$ cat src/rtl/seg_pkg.sv
// Shared types, constants and the segment decoder for the scanned seven-segment display.
package seg_pkg;

    typedef enum logic [1:0] {
        MODE_HEX   = 2'b00,
        MODE_DEC   = 2'b01,
        MODE_BIN   = 2'b10,
        MODE_BLANK = 2'b11
    } mode_e;

    typedef enum logic [1:0] {
        StIdle,
        StConv,
        StCommit
    } state_e;

    localparam logic [6:0] SEG_BLANK = 7'h7F;
    localparam logic [6:0] SEG_DASH  = 7'h3F;

    // Digit codes 0..15 are hex glyphs; two extra codes for blank and dash.
    localparam logic [4:0] CODE_BLANK = 5'd16;
    localparam logic [4:0] CODE_DASH  = 5'd17;

    // Active-low segments, bit0=a .. bit6=g.
    function automatic logic [6:0] seg_decode(input logic [4:0] code);
        logic [6:0] seg;
        case (code)
            5'd0:    seg = 7'h40;
            5'd1:    seg = 7'h79;
            5'd2:    seg = 7'h24;
            5'd3:    seg = 7'h30;
            5'd4:    seg = 7'h19;
            5'd5:    seg = 7'h12;
            5'd6:    seg = 7'h02;
            5'd7:    seg = 7'h78;
            5'd8:    seg = 7'h00;
            5'd9:    seg = 7'h10;
            5'd10:   seg = 7'h08;
            5'd11:   seg = 7'h03;
            5'd12:   seg = 7'h46;
            5'd13:   seg = 7'h21;
            5'd14:   seg = 7'h06;
            5'd15:   seg = 7'h0E;
            CODE_DASH: seg = SEG_DASH;
            default: seg = SEG_BLANK;
        endcase
        return seg;
    endfunction

endpackage

$ cat src/rtl/seg_scan_display_bin2bcd_seq.sv
// Sequential double-dabble: first shift on start, remaining WIDTH-1 shift/add-3 steps
// follow one per cycle; done pulses for one cycle once bcd holds the final result.
module bin2bcd_seq #(
    parameter int unsigned WIDTH = 8
) (
    input  logic                           clk,
    input  logic                           rst_n,
    input  logic                           start,
    input  logic [WIDTH-1:0]               bin,
    output logic                           done,
    output logic [4*((WIDTH+2)/3)-1:0]     bcd
);

    localparam int unsigned BcdDigits = (WIDTH + 2) / 3;
    localparam int unsigned BcdW      = 4 * BcdDigits;
    localparam int unsigned CntW      = $clog2(WIDTH + 1);

    logic [WIDTH-1:0] bin_q, bin_d;
    logic [BcdW-1:0]  bcd_q, bcd_d;
    logic [CntW-1:0]  cnt_q, cnt_d;
    logic             done_q, done_d;
    logic [BcdW-1:0]  adj;

    always_comb begin
        adj = bcd_q;
        for (int unsigned i = 0; i < BcdDigits; i++) begin
            if (adj[4*i +: 4] >= 4'd5) begin
                adj[4*i +: 4] = adj[4*i +: 4] + 4'd3;
            end
        end

        bin_d  = bin_q;
        bcd_d  = bcd_q;
        cnt_d  = cnt_q;
        done_d = 1'b0;
        if (start) begin
            // The first step needs no add-3 since the BCD accumulator starts at zero.
            bcd_d = BcdW'(bin[WIDTH-1]);
            bin_d = {bin[WIDTH-2:0], 1'b0};
            cnt_d = CntW'(WIDTH - 1);
        end else if (cnt_q != '0) begin
            bcd_d  = BcdW'({adj, bin_q[WIDTH-1]});
            bin_d  = {bin_q[WIDTH-2:0], 1'b0};
            cnt_d  = cnt_q - CntW'(1);
            done_d = (cnt_q == CntW'(1));
        end
    end

    always_ff @(posedge clk or negedge rst_n) begin
        if (!rst_n) begin
            bin_q  <= '0;
            bcd_q  <= '0;
            cnt_q  <= '0;
            done_q <= 1'b0;
        end else begin
            bin_q  <= bin_d;
            bcd_q  <= bcd_d;
            cnt_q  <= cnt_d;
            done_q <= done_d;
        end
    end

    assign done = done_q;
    assign bcd  = bcd_q;

endmodule

$ cat src/rtl/seg_scan_display.sv
// Time-multiplexed seven-segment controller: hex/decimal/binary/blank rendering of a loaded
// value over DIGITS scanned digits. Define SEG_LZ_BLANK_EN to blank hex/decimal leading zeros.
module seg_scan_display
    import seg_pkg::*;
#(
    parameter int unsigned WIDTH    = 8,
    parameter int unsigned DIGITS   = 4,
    parameter int unsigned SCAN_DIV = 50000
) (
    input  logic              clk,
    input  logic              rst_n,
    input  logic [WIDTH-1:0]  value,
    input  logic [1:0]        mode,
    input  logic              load,
    output logic              busy,
    output logic              ovf,
    output logic [6:0]        seg_n,
    output logic [DIGITS-1:0] an_n
);

    localparam int unsigned BcdW  = 4 * ((WIDTH + 2) / 3);
    localparam int unsigned ScanW = $clog2(SCAN_DIV);
    localparam int unsigned IdxW  = (DIGITS > 1) ? $clog2(DIGITS) : 1;

    state_e           state_q, state_d;
    logic [WIDTH-1:0] value_q, value_d;
    mode_e            mode_q, mode_d;
    logic             busy_q, busy_d;
    logic             ovf_q, ovf_d;
    logic [4:0]       digit_q [DIGITS];
    logic [4:0]       digit_d [DIGITS];

    logic [ScanW-1:0]  scan_cnt_q, scan_cnt_d;
    logic [IdxW-1:0]   idx_q, idx_d;
    logic [6:0]        seg_n_q, seg_n_d;
    logic [DIGITS-1:0] an_n_q, an_n_d;

    logic             bcd_start;
    logic             bcd_done;
    logic [BcdW-1:0]  bcd;
    logic [4:0]       new_code [DIGITS];
    logic             new_ovf;

    bin2bcd_seq #(
        .WIDTH (WIDTH)
    ) u_bin2bcd (
        .clk   (clk),
        .rst_n (rst_n),
        .start (bcd_start),
        .bin   (value),
        .done  (bcd_done),
        .bcd   (bcd)
    );

    // Digit codes and overflow flag that COMMIT will write.
    always_comb begin
        new_ovf = 1'b0;
        for (int unsigned k = 0; k < DIGITS; k++) begin
            new_code[k] = CODE_BLANK;
        end
        unique case (mode_q)
            MODE_HEX: begin
                for (int unsigned k = 0; k < DIGITS; k++) begin
                    new_code[k] = {1'b0, 4'(value_q >> (4 * k))};
                end
                new_ovf = (32'(value_q) >> (4 * DIGITS)) != '0;
            end
            MODE_DEC: begin
                for (int unsigned k = 0; k < DIGITS; k++) begin
                    new_code[k] = {1'b0, 4'(bcd >> (4 * k))};
                end
                new_ovf = (32'(bcd) >> (4 * DIGITS)) != '0;
            end
            MODE_BIN: begin
                for (int unsigned k = 0; k < DIGITS; k++) begin
                    new_code[k] = {4'b0, 1'(value_q >> k)};
                end
                new_ovf = (32'(value_q) >> DIGITS) != '0;
            end
            MODE_BLANK: ;
        endcase
`ifdef SEG_LZ_BLANK_EN
        if (mode_q == MODE_HEX || mode_q == MODE_DEC) begin
            logic lead;
            lead = 1'b1;
            // Digit 0 is never blanked so a zero value still reads "0".
            for (int unsigned k = DIGITS - 1; k >= 1; k--) begin
                if (lead && new_code[k] == 5'd0) begin
                    new_code[k] = CODE_BLANK;
                end else begin
                    lead = 1'b0;
                end
            end
        end
`endif
        if (new_ovf) begin
            for (int unsigned k = 0; k < DIGITS; k++) begin
                new_code[k] = CODE_DASH;
            end
        end
    end

    always_comb begin
        state_d   = state_q;
        value_d   = value_q;
        mode_d    = mode_q;
        busy_d    = busy_q;
        ovf_d     = ovf_q;
        digit_d   = digit_q;
        bcd_start = 1'b0;
        unique case (state_q)
            StIdle: begin
                if (load) begin
                    value_d   = value;
                    mode_d    = mode_e'(mode);
                    busy_d    = 1'b1;
                    state_d   = StConv;
                    bcd_start = (mode_e'(mode) == MODE_DEC);
                end
            end
            StConv: begin
                if (mode_q != MODE_DEC || bcd_done) begin
                    state_d = StCommit;
                end
            end
            StCommit: begin
                digit_d = new_code;
                ovf_d   = new_ovf;
                busy_d  = 1'b0;
                state_d = StIdle;
            end
            default: state_d = StIdle;
        endcase
    end

    always_ff @(posedge clk or negedge rst_n) begin
        if (!rst_n) begin
            state_q <= StIdle;
            value_q <= '0;
            mode_q  <= MODE_BLANK;
            busy_q  <= 1'b0;
            ovf_q   <= 1'b0;
            for (int unsigned k = 0; k < DIGITS; k++) begin
                digit_q[k] <= CODE_BLANK;
            end
        end else begin
            state_q <= state_d;
            value_q <= value_d;
            mode_q  <= mode_d;
            busy_q  <= busy_d;
            ovf_q   <= ovf_d;
            digit_q <= digit_d;
        end
    end

    // Free-running scan, independent of the conversion FSM.
    always_comb begin
        scan_cnt_d = scan_cnt_q + ScanW'(1);
        idx_d      = idx_q;
        if (scan_cnt_q == ScanW'(SCAN_DIV - 1)) begin
            scan_cnt_d = '0;
            idx_d      = (idx_q == IdxW'(DIGITS - 1)) ? '0 : idx_q + IdxW'(1);
        end
        seg_n_d = seg_decode(digit_q[idx_q]);
        an_n_d  = ~(DIGITS'(1) << idx_q);
    end

    always_ff @(posedge clk or negedge rst_n) begin
        if (!rst_n) begin
            scan_cnt_q <= '0;
            idx_q      <= '0;
            seg_n_q    <= SEG_BLANK;
            an_n_q     <= ~DIGITS'(1);
        end else begin
            scan_cnt_q <= scan_cnt_d;
            idx_q      <= idx_d;
            seg_n_q    <= seg_n_d;
            an_n_q     <= an_n_d;
        end
    end

    assign busy  = busy_q;
    assign ovf   = ovf_q;
    assign seg_n = seg_n_q;
    assign an_n  = an_n_q;

endmodule

$ cat config.mk
export PLATFORM = sky130hd
export DESIGN_NAME = seg_scan_display
export DESIGN_NICKNAME = d
export VERILOG_FILES = /design/src/rtl/seg_pkg.sv /design/src/rtl/seg_scan_display_bin2bcd_seq.sv /design/src/rtl/seg_scan_display.sv
export SDC_FILE = /design/constraint.sdc
export NUM_CORES = 1
export LEC_CHECK = 0
export CAP_MARGIN = 20
export CORE_MARGIN = 2
export CORE_UTILIZATION = 59
export CTS_CLUSTER_SIZE = 20
export DETAILED_ROUTE_END_ITERATION = 6
export PLACE_DENSITY = 0.89
export REMOVE_ABC_BUFFERS = 1
export SETUP_SLACK_MARGIN = 0.1
export SLEW_MARGIN = 20
export SYNTH_ARGS = -nofsm -noshare
export SYNTH_HDL_FRONTEND = slang
export SYNTH_SLANG_ARGS = --single-unit
$ cat constraint.sdc
create_clock -name clk -period 2.2 [get_ports clk]
set_input_delay 0.44 -clock clk [delete_from_list [all_inputs] [get_ports clk]]
set_output_delay 0.44 -clock clk [all_outputs]
set_load 0.03 [all_outputs]
==> summary.md, run 1 <==
| Metric | Value |
|---|---|
| Clock insertion delay at the later pin of the skew report | roughly 360 ps |
| Share of Yosys cell area claimed by the top area cell type | 42.7% |
| Final hold violations | 0 |
| Sw Ratio | 37.4% |
| CP Capture Type | register |
| Hold bufs inserted after CTS | 0 |
| Synth top area cells | sky130_fd_sc_hd__dfrtp_1, sky130_fd_sc_hd__dfstp_2, sky130_fd_sc_hd__ha_1 |
| Detailed-route via count | 2962 |
| Clock tree from TritonCTS | done |
| Die span in y | 86.2 um |
| Die X | 86.2 um |
| Internal power | 3.71 mW |
| Fill cell total of the finished layout | 440 |
| Total routing resource utilization after global routing | between 20% and 30% |
| Initial cell density of the core | 62.0% |
| Final antenna-violating net count | 0 |
| Max Clock Skew | 12.5 ps |
| Post-CTS clock slew at the launch and capture registers of the worst setup and hold paths | roughly 80 ps |
| Clock sinks | 81 |
| Worst hold slack | 3.71 ps |
| Sum of buffers and inverters on the critical path | 0 |
| Sequential Power Share | 42.5% |
| Worst setup SP type | register |
| Post-layout minimum cycle time | around 2000 ps |
| Register bit count reported by yosys | 81 |
| RSZ-0062 raised after global routing | false |
| Root Buffer Master | sky130_fd_sc_hd__clkbuf_8 |
| WP data arrival | 2230 ps |
| Critical path class | register to register |
| Ys async rst share | 100% |
| Slew headroom | 60.7% |
| Total of warnings raised by yosys | 0 |
| Placer's final routability congestion estimate | 0.825 |
| 1st-iter DRT viols | 167 |
| Number of unique standard cell types used by synthesis | just under 50 |
| Status | finished clean |
| Number of synthesized flops with an enable pin | 0 |
| Overflow left after global routing | 0 |
| Maximum Capacitance Violations | 0 |
| Master of the slowest instance on the critical path | sky130_fd_sc_hd__or4b_1 |
| Total I/O pin count | 26 |
| Final period util | around nine tenths |
| Number of cells on the worst reg-to-reg path | 5 |
| Die footprint | between 7000 and 8000 sq um |
| Post-Route Setup TNS | 0 ps |
| Vias in the first global route | around 2800 |
| Power after layout | approximately 5.9 mW |
| Pin count of the biggest net entering global routing | 53 |
| Final net count | 458 |
| H-Tree Level Count | 3 |
| Initial antenna violation count | 0 |
| Total placed instance area | between 4000 and 5000 sq um |
| Top_reg_cell synth | sky130_fd_sc_hd__dfrtp_1 |
| Average wire length per cell after detail routing | 15.6 um |
| Number of buffers created by CTS | 9 |
| Number of detailed-routing iterations run before antenna repair | 4 |
| IR Drop Worst-Case VDD | ~600 uV |
| Number of max-slew violations in the final report | 0 |
| Post-DP HPWL | ~5500 um |
| Register-to-Register Setup Slack | 210 ps |
| Area of combinational cells with multiple inputs | 1800 sq um |
| Classification of the worst-slack hold path | input pin to asynchronous set/reset pin |
| Cell-by-cell listing of the critical path | or4b_1, nor4_2, and2_1, or4_1, nand2_1 |
| Final routed wirelength across all metal layers | approximately 8000 um |
| Number of stages on the worst setup path | 5 |
| Net Sw Power | 2.22 mW |
| Cell family with the largest share of critical-path delay | simple AND/OR/NAND/NOR gates |
| Residual DRC | 0 |
| Combined area of all synthesized cells | approximately 4000 sq um |
| Cell type with the highest aggregate area in the netlist | sky130_fd_sc_hd__dfrtp_1 |
| Register area | 2040 sq um |
| Data required, critical path | 2440 ps |
| Global-route wire length before repair | 13400 um |
| Fmax achieved | 501 MHz |
| Average cell area after synthesis | around 10 sq um |
| Row Count | 29 |
| Critical R2R Capture | scan_cnt_q[12] |
| Buffers added on ports | 25 |
| Core region area | 6420 sq um |
| Share of total power in the clock network | 18.3% |
| Syn-to-layout area delta | 14.0% |
| Cell count after synthesis | about 400 |
| Reg2Reg Launch Point | scan_cnt_q[4] |
| Pwr Density | 1300 nW/um^2 |
| Fraction of the yosys area taken by sequential cells | 51.3% |
| Leakage | 2.02 nW |
| Number of setup violations in the final report | 0 |
| Post-detailed-route via-to-cell ratio | between 5 and 6 |
| Slew at the pin closest to its max-slew limit | around 590 ps |
| Layout cells sized above 1 | 11.6% |
| Maximum buffer depth of the clock tree | 2 |
| Stage delay of the slowest cell on the critical path | about 560 ps |
| Count of antenna diodes in the layout | 0 |
| Peak fanout along the critical path | 10 |
| Gate power share | 39.2% |
| Final cell area excluding filler cells | 4540 sq um |
## cell type report
type / instances / share of cell area, %
tap: 77 / 2.12
sequential: 81 / 45.0
clock buffer: 13 / 3.50
inverter: 18 / 1.49
multi-input combinational: 283 / 39.7
clock inverter: 3 / 0.882
timing repair buffer: 33 / 7.33
## cell usage after synthesis (4+ instances only)
cell type / count
sky130_fd_sc_hd__dfrtp_1: 68
sky130_fd_sc_hd__nand2_1: 56
sky130_fd_sc_hd__nor2_1: 35
sky130_fd_sc_hd__o21ai_0: 26
sky130_fd_sc_hd__a21oi_1: 21
sky130_fd_sc_hd__ha_1: 19
sky130_fd_sc_hd__inv_1: 18
sky130_fd_sc_hd__dfstp_2: 13
sky130_fd_sc_hd__mux2i_1: 13
sky130_fd_sc_hd__nand3_1: 12
sky130_fd_sc_hd__mux2_2: 11
sky130_fd_sc_hd__xnor2_1: 9
sky130_fd_sc_hd__a31oi_1: 8
sky130_fd_sc_hd__nor2b_1: 8
sky130_fd_sc_hd__clkbuf_1: 7
sky130_fd_sc_hd__nand2b_1: 7
sky130_fd_sc_hd__xor2_1: 7
sky130_fd_sc_hd__and2_1: 5
sky130_fd_sc_hd__buf_2: 5
sky130_fd_sc_hd__a211oi_1: 4
sky130_fd_sc_hd__nand3b_1: 4
## metrics by stage
| step | instances | setup WS [ps] | util [%] |
|---|---|---|---|
| floorplan | 382 | 53.0 | - |
| global placement | 492 | 194 | 67.6 |
| detailed placement | 492 | 123 | 67.6 |
| CTS | 508 | 200 | 70.7 |
| global route | 508 | 112 | 70.7 |
| finish | 508 | 206 | 70.7 |
## state kept, by name, indices dropped and copies added, names as in the netlist
register / cells
seg_n: 7
u_bin2bcd.done: 1
ovf: 1
value_q: 8
scan_cnt_q: 16
busy: 1
digit_q: 14
idx_q: 2
u_bin2bcd.bin_q: 7
mode_q: 2
u_bin2bcd.bcd: 12
an_n: 4
u_bin2bcd.cnt_q: 4
state_q: 2
## power groups by stage
stage / Sequential (mW) / Combinational (mW) / Clock (mW)
after floorplan: 2.56 / 1.55 / 0
after global placement: 2.49 / 2.17 / 0
after detailed placement: 2.53 / 2.29 / 0
after CTS: 2.51 / 2.33 / 1.09
after global routing: 2.59 / 2.59 / 1.16
final: 2.52 / 2.32 / 1.09
## worst max-delay path by stage
stage,startpoint,endpoint,slack (ps)
2_1_floorplan,load,u_bin2bcd.done,50
3_3_place_gp,load,u_bin2bcd.done,190
3_5_place_dp,load,u_bin2bcd.done,120
4_1_cts,idx_q[0],seg_n[1],200
5_1_grt,scan_cnt_q[4],scan_cnt_q[12],110
6_report,scan_cnt_q[4],scan_cnt_q[12],210
## kinds of logic after synthesis
group | share of synthesized area, %
and+or+nand+nor | 17.8
DFF | 51.3
AOI/OAI and AO/OA | 11.0
buffers and inverters | 3.45
muxes | 6.94
adders and majority gates | 5.97
xor gates and xnor gates | 3.52
## layout by cell type, fill, tap and decap left out, types with 12 or more instances in the layout
| master | netlist | final |
|---|---|---|
| sky130_fd_sc_hd__o21ai_0 | 26 | 25 |
| sky130_fd_sc_hd__clkdlybuf4s50_1 | 0 | 24 |
| sky130_fd_sc_hd__nor2_1 | 35 | 35 |
| sky130_fd_sc_hd__ha_1 | 19 | 19 |
| sky130_fd_sc_hd__a21oi_1 | 21 | 21 |
| sky130_fd_sc_hd__mux2i_1 | 13 | 13 |
| sky130_fd_sc_hd__nand2_1 | 56 | 56 |
| sky130_fd_sc_hd__dfstp_2 | 13 | 13 |
| sky130_fd_sc_hd__dfrtp_1 | 68 | 68 |
| sky130_fd_sc_hd__nand3_1 | 12 | 12 |
| sky130_fd_sc_hd__inv_1 | 18 | 18 |
## metal layers
| metal | up-vias | global-route usage (%) | share of wire [%] |
|---|---|---|---|
| li1 | 1414 | - | - |
| met5 | - | 0 | 0 |
| met3 | 17 | 4.38 | 4.1 |
| met4 | 0 | 8.95 | 2.0 |
| met2 | 79 | 37.9 | 49 |
| met1 | 1452 | 31.2 | 45 |
## timing repair
item	4_1_cts	5_1_grt
resized for setup	0	1
endpoints found under the setup margin	0	1
setup buffers	0	0
## worst reg2reg max path: stages (launching register included)
cell and delay, ps:
sky130_fd_sc_hd__dfrtp_1 420, sky130_fd_sc_hd__or4b_1 560, sky130_fd_sc_hd__nor4_2 250, sky130_fd_sc_hd__and2_1 410, sky130_fd_sc_hd__or4_1 180, sky130_fd_sc_hd__nand2_1 50
Note: power is estimated with default switching activity, not from simulation.
==> run 2: changes to the inputs <==
--- a/config.mk
+++ b/config.mk
@@ -6,14 +6,17 @@
 export NUM_CORES = 1
 export LEC_CHECK = 0
 export CAP_MARGIN = 20
+export CELL_PAD_IN_SITES_DETAIL_PLACEMENT = 0
+export CELL_PAD_IN_SITES_GLOBAL_PLACEMENT = 1
 export CORE_MARGIN = 2
-export CORE_UTILIZATION = 59
+export CORE_UTILIZATION = 46
 export CTS_CLUSTER_SIZE = 20
 export DETAILED_ROUTE_END_ITERATION = 6
-export PLACE_DENSITY = 0.89
+export PLACE_DENSITY = 0.88
 export REMOVE_ABC_BUFFERS = 1
 export SETUP_SLACK_MARGIN = 0.1
 export SLEW_MARGIN = 20
 export SYNTH_ARGS = -nofsm -noshare
 export SYNTH_HDL_FRONTEND = slang
 export SYNTH_SLANG_ARGS = --single-unit
+export TNS_END_PERCENT = 30
==> summary.md, run 2 (synthesis results as in run 1) <==
| Metric | Value |
|---|---|
| Initial cell density of the core | 48.0% (was 62.0%) |
| Row Count | 33 (was 29) |
| Sum of buffers and inverters on the critical path | 1 (was 0) |
| Slew at the pin closest to its max-slew limit | 616 ps (was 588 ps) |
| Final routed wirelength across all metal layers | 7770 um (was 7920 um) |
| Residual DRC | 0 (unchanged) |
| Number of setup violations in the final report | 0 (unchanged) |
| Detailed-route via count | 2885 (was 2962) |
| Post-layout minimum cycle time | 1960 ps (was 1990 ps) |
| H-Tree Level Count | 3 (unchanged) |
| Clock tree from TritonCTS | done (unchanged) |
| Stage delay of the slowest cell on the critical path | 660 ps (was 560 ps) |
| Count of antenna diodes in the layout | 0 (unchanged) |
| Post-Route Setup TNS | 0 ps (unchanged) |
| Critical R2R Capture | scan_cnt_q[12] (unchanged) |
| Worst setup SP type | register (unchanged) |
| Status | finished clean (unchanged) |
| CP Capture Type | output port (was register) |
| Overflow left after global routing | 0 (unchanged) |
| Clock insertion delay at the later pin of the skew report | 350 ps (was 360 ps) |
| Clock sinks | 81 (unchanged) |
| Register-to-Register Setup Slack | 290 ps (was 210 ps) |
| Maximum Capacitance Violations | 0 (unchanged) |
| Fill cell total of the finished layout | 711 (was 440) |
| WL met1 | 3920 um (was 3540 um) |
| WP data arrival | 1520 ps (was 2230 ps) |
| Average wire length per cell after detail routing | 14.4 um (was 15.6 um) |
| Number of cells on the worst reg-to-reg path | 5 (unchanged) |
| Number of buffers created by CTS | 9 (unchanged) |
| Fmax achieved | 509 MHz (was 501 MHz) |
| Post-detailed-route via-to-cell ratio | 5.35 (was 5.83) |
| Highest routed layer | met4 (unchanged) |
| Pin count of the biggest net entering global routing | 42 (was 53) |
| Critical path class | register to output port (was register to register) |
| Maximum buffer depth of the clock tree | 2 (unchanged) |
| Cell-by-cell listing of the critical path | clkdlybuf4s50_1 (was or4b_1, nor4_2, and2_1, or4_1, nand2_1) |
| Cell family with the largest share of critical-path delay | buffers and inverters (was simple AND/OR/NAND/NOR gates) |
| Global-route wire length before repair | 13700 um (was 13400 um) |
| Final period util | 89.3% (was 90.6%) |
| Die span in y | 97.1 um (was 86.2 um) |
| Max Clock Skew | 10.2 ps (was 12.5 ps) |
| Number of detailed-routing iterations run before antenna repair | 6 (was 4) |
| Final hold violations | 0 (unchanged) |
| Post-CTS clock slew at the launch and capture registers of the worst setup and hold paths | 80 ps (about the same) |
| Number of max-slew violations in the final report | 0 (unchanged) |
| Post-DP HPWL | 5460 um (was 5490 um) |
| Max FFs per register | 16 (unchanged) |
| Leading cell type in the layout, fill and taps excluded | sky130_fd_sc_hd__dfrtp_1 (unchanged) |
| Core region area | 8300 sq um (was 6420 sq um) |
| Commonest cells after routing, fill and taps aside | sky130_fd_sc_hd__dfrtp_1, sky130_fd_sc_hd__nand2_1, sky130_fd_sc_hd__nor2_1 (unchanged) |
| Root Buffer Master | sky130_fd_sc_hd__clkbuf_8 (unchanged) |
| Total routing resource utilization after global routing | 17.8% (was 23.2%) |
| Detailed route wirelength on metal3 | 210 um (was 326 um) |
| Classification of the worst-slack hold path | input pin to asynchronous set/reset pin (unchanged) |
| RSZ-0062 raised after global routing | false (unchanged) |
| WL met2 | 3600 um (was 3890 um) |
| Reg2Reg Launch Point | scan_cnt_q[4] (unchanged) |
| IR Drop Worst-Case VDD | 556 uV (was 599 uV) |
| Final net count | 461 (was 458) |
| Total I/O pin count | 26 (unchanged) |
| Hold bufs inserted after CTS | 0 (unchanged) |
| Placer's final routability congestion estimate | 0.786 (was 0.825) |
| Post-layout worst setup margin | 235 ps (was 206 ps) |
| Master of the slowest instance on the critical path | sky130_fd_sc_hd__clkdlybuf4s50_1 (was sky130_fd_sc_hd__or4b_1) |
| Layout cells sized above 1 | 12.7% (was 11.6%) |
| Pwr Density | 1310 nW/um^2 (was 1300 nW/um^2) |
| Initial antenna violation count | 0 (unchanged) |
| Syn-to-layout area delta | 15.4% (was 14.0%) |
| Worst slack at placement | 150 ps (was 123 ps) |
| Buffers added on ports | 25 (unchanged) |
| Vias in the first global route | 2806 (was 2847) |
| Die footprint | 9420 sq um (was 7430 sq um) |
| Data required, critical path | 1760 ps (was 2440 ps) |
| Slew headroom | 58.8% (was 60.7%) |
| 1st-iter DRT viols | 156 (was 167) |
| Die X | 97.1 um (was 86.2 um) |
| Peak fanout along the critical path | 1 (was 10) |
| Final antenna-violating net count | 0 (unchanged) |
| Register with the most flip-flops | scan_cnt_q (unchanged) |
| Leakage | 2.03 nW (was 2.02 nW) |
==> run 2: worst max-delay path by stage <==
stage          startpoint        endpoint  slack (ps)  cells after the start
6_report         seg_n[1]        seg_n[1]         240                      1
5_1_grt          idx_q[0]        seg_n[1]          90                      6
4_1_cts          seg_n[1]        seg_n[1]         210                      1
3_5_place_dp         load  u_bin2bcd.done         150                      7
3_3_place_gp         load  u_bin2bcd.done         180                      7
2_1_floorplan        load  u_bin2bcd.done          50                      4
==> run 2: per-stage QoR <==
| step | hold WS (ps) | utilization (%) | total power, mW | cell area (sq um) | cells |
|---|---|---|---|---|---|
| 2_1_floorplan | 144 | - | 4.11 | 3910 | 382 |
| 3_3_place_gp | 439 | 52.5 | 4.72 | 4360 | 521 |
| 3_5_place_dp | 442 | 52.5 | 4.80 | 4360 | 521 |
| 4_1_cts | 63.7 | 55.2 | 6.03 | 4580 | 537 |
| 5_1_grt | 76.2 | 55.4 | 6.52 | 4600 | 539 |
| 6_report | 53.0 | 55.4 | 6.02 | 4600 | 539 |
==> run 2: routing by layer <==
metal | vias to the layer above | track usage (%)
met3 | 5 | 3.53
met1 | 1412 | 25.5
li1 | 1421 | -
met5 | - | 0
met4 | 0 | 4.55
met2 | 47 | 27.9
==> run 2: final cells by class <==
cell class	instances	area [sq um]	area share, %
flip-flops and latches	81	2040	44.5
multi-input cells	283	1800	39.2
repair buffers	36	330	7.19
clock buffers	11	141	3.08
well taps	105	131	2.86
clock inverters	5	78.8	1.71
inverters	18	67.6	1.47
==> run 2: where the power goes <==
part / internal [mW] / total, mW / leakage, nW / switching [mW]
clock: 0.669 / 1.21 / 0.113 / 0.537
sequential: 2.06 / 2.50 / 0.998 / 0.437
combinational: 1.07 / 2.31 / 0.922 / 1.24
==> run 2: what timing repair did <==
item,in CTS,in global routing
setup endpoints to repair,0,2
buffers inserted,0,2
resized for setup,0,1
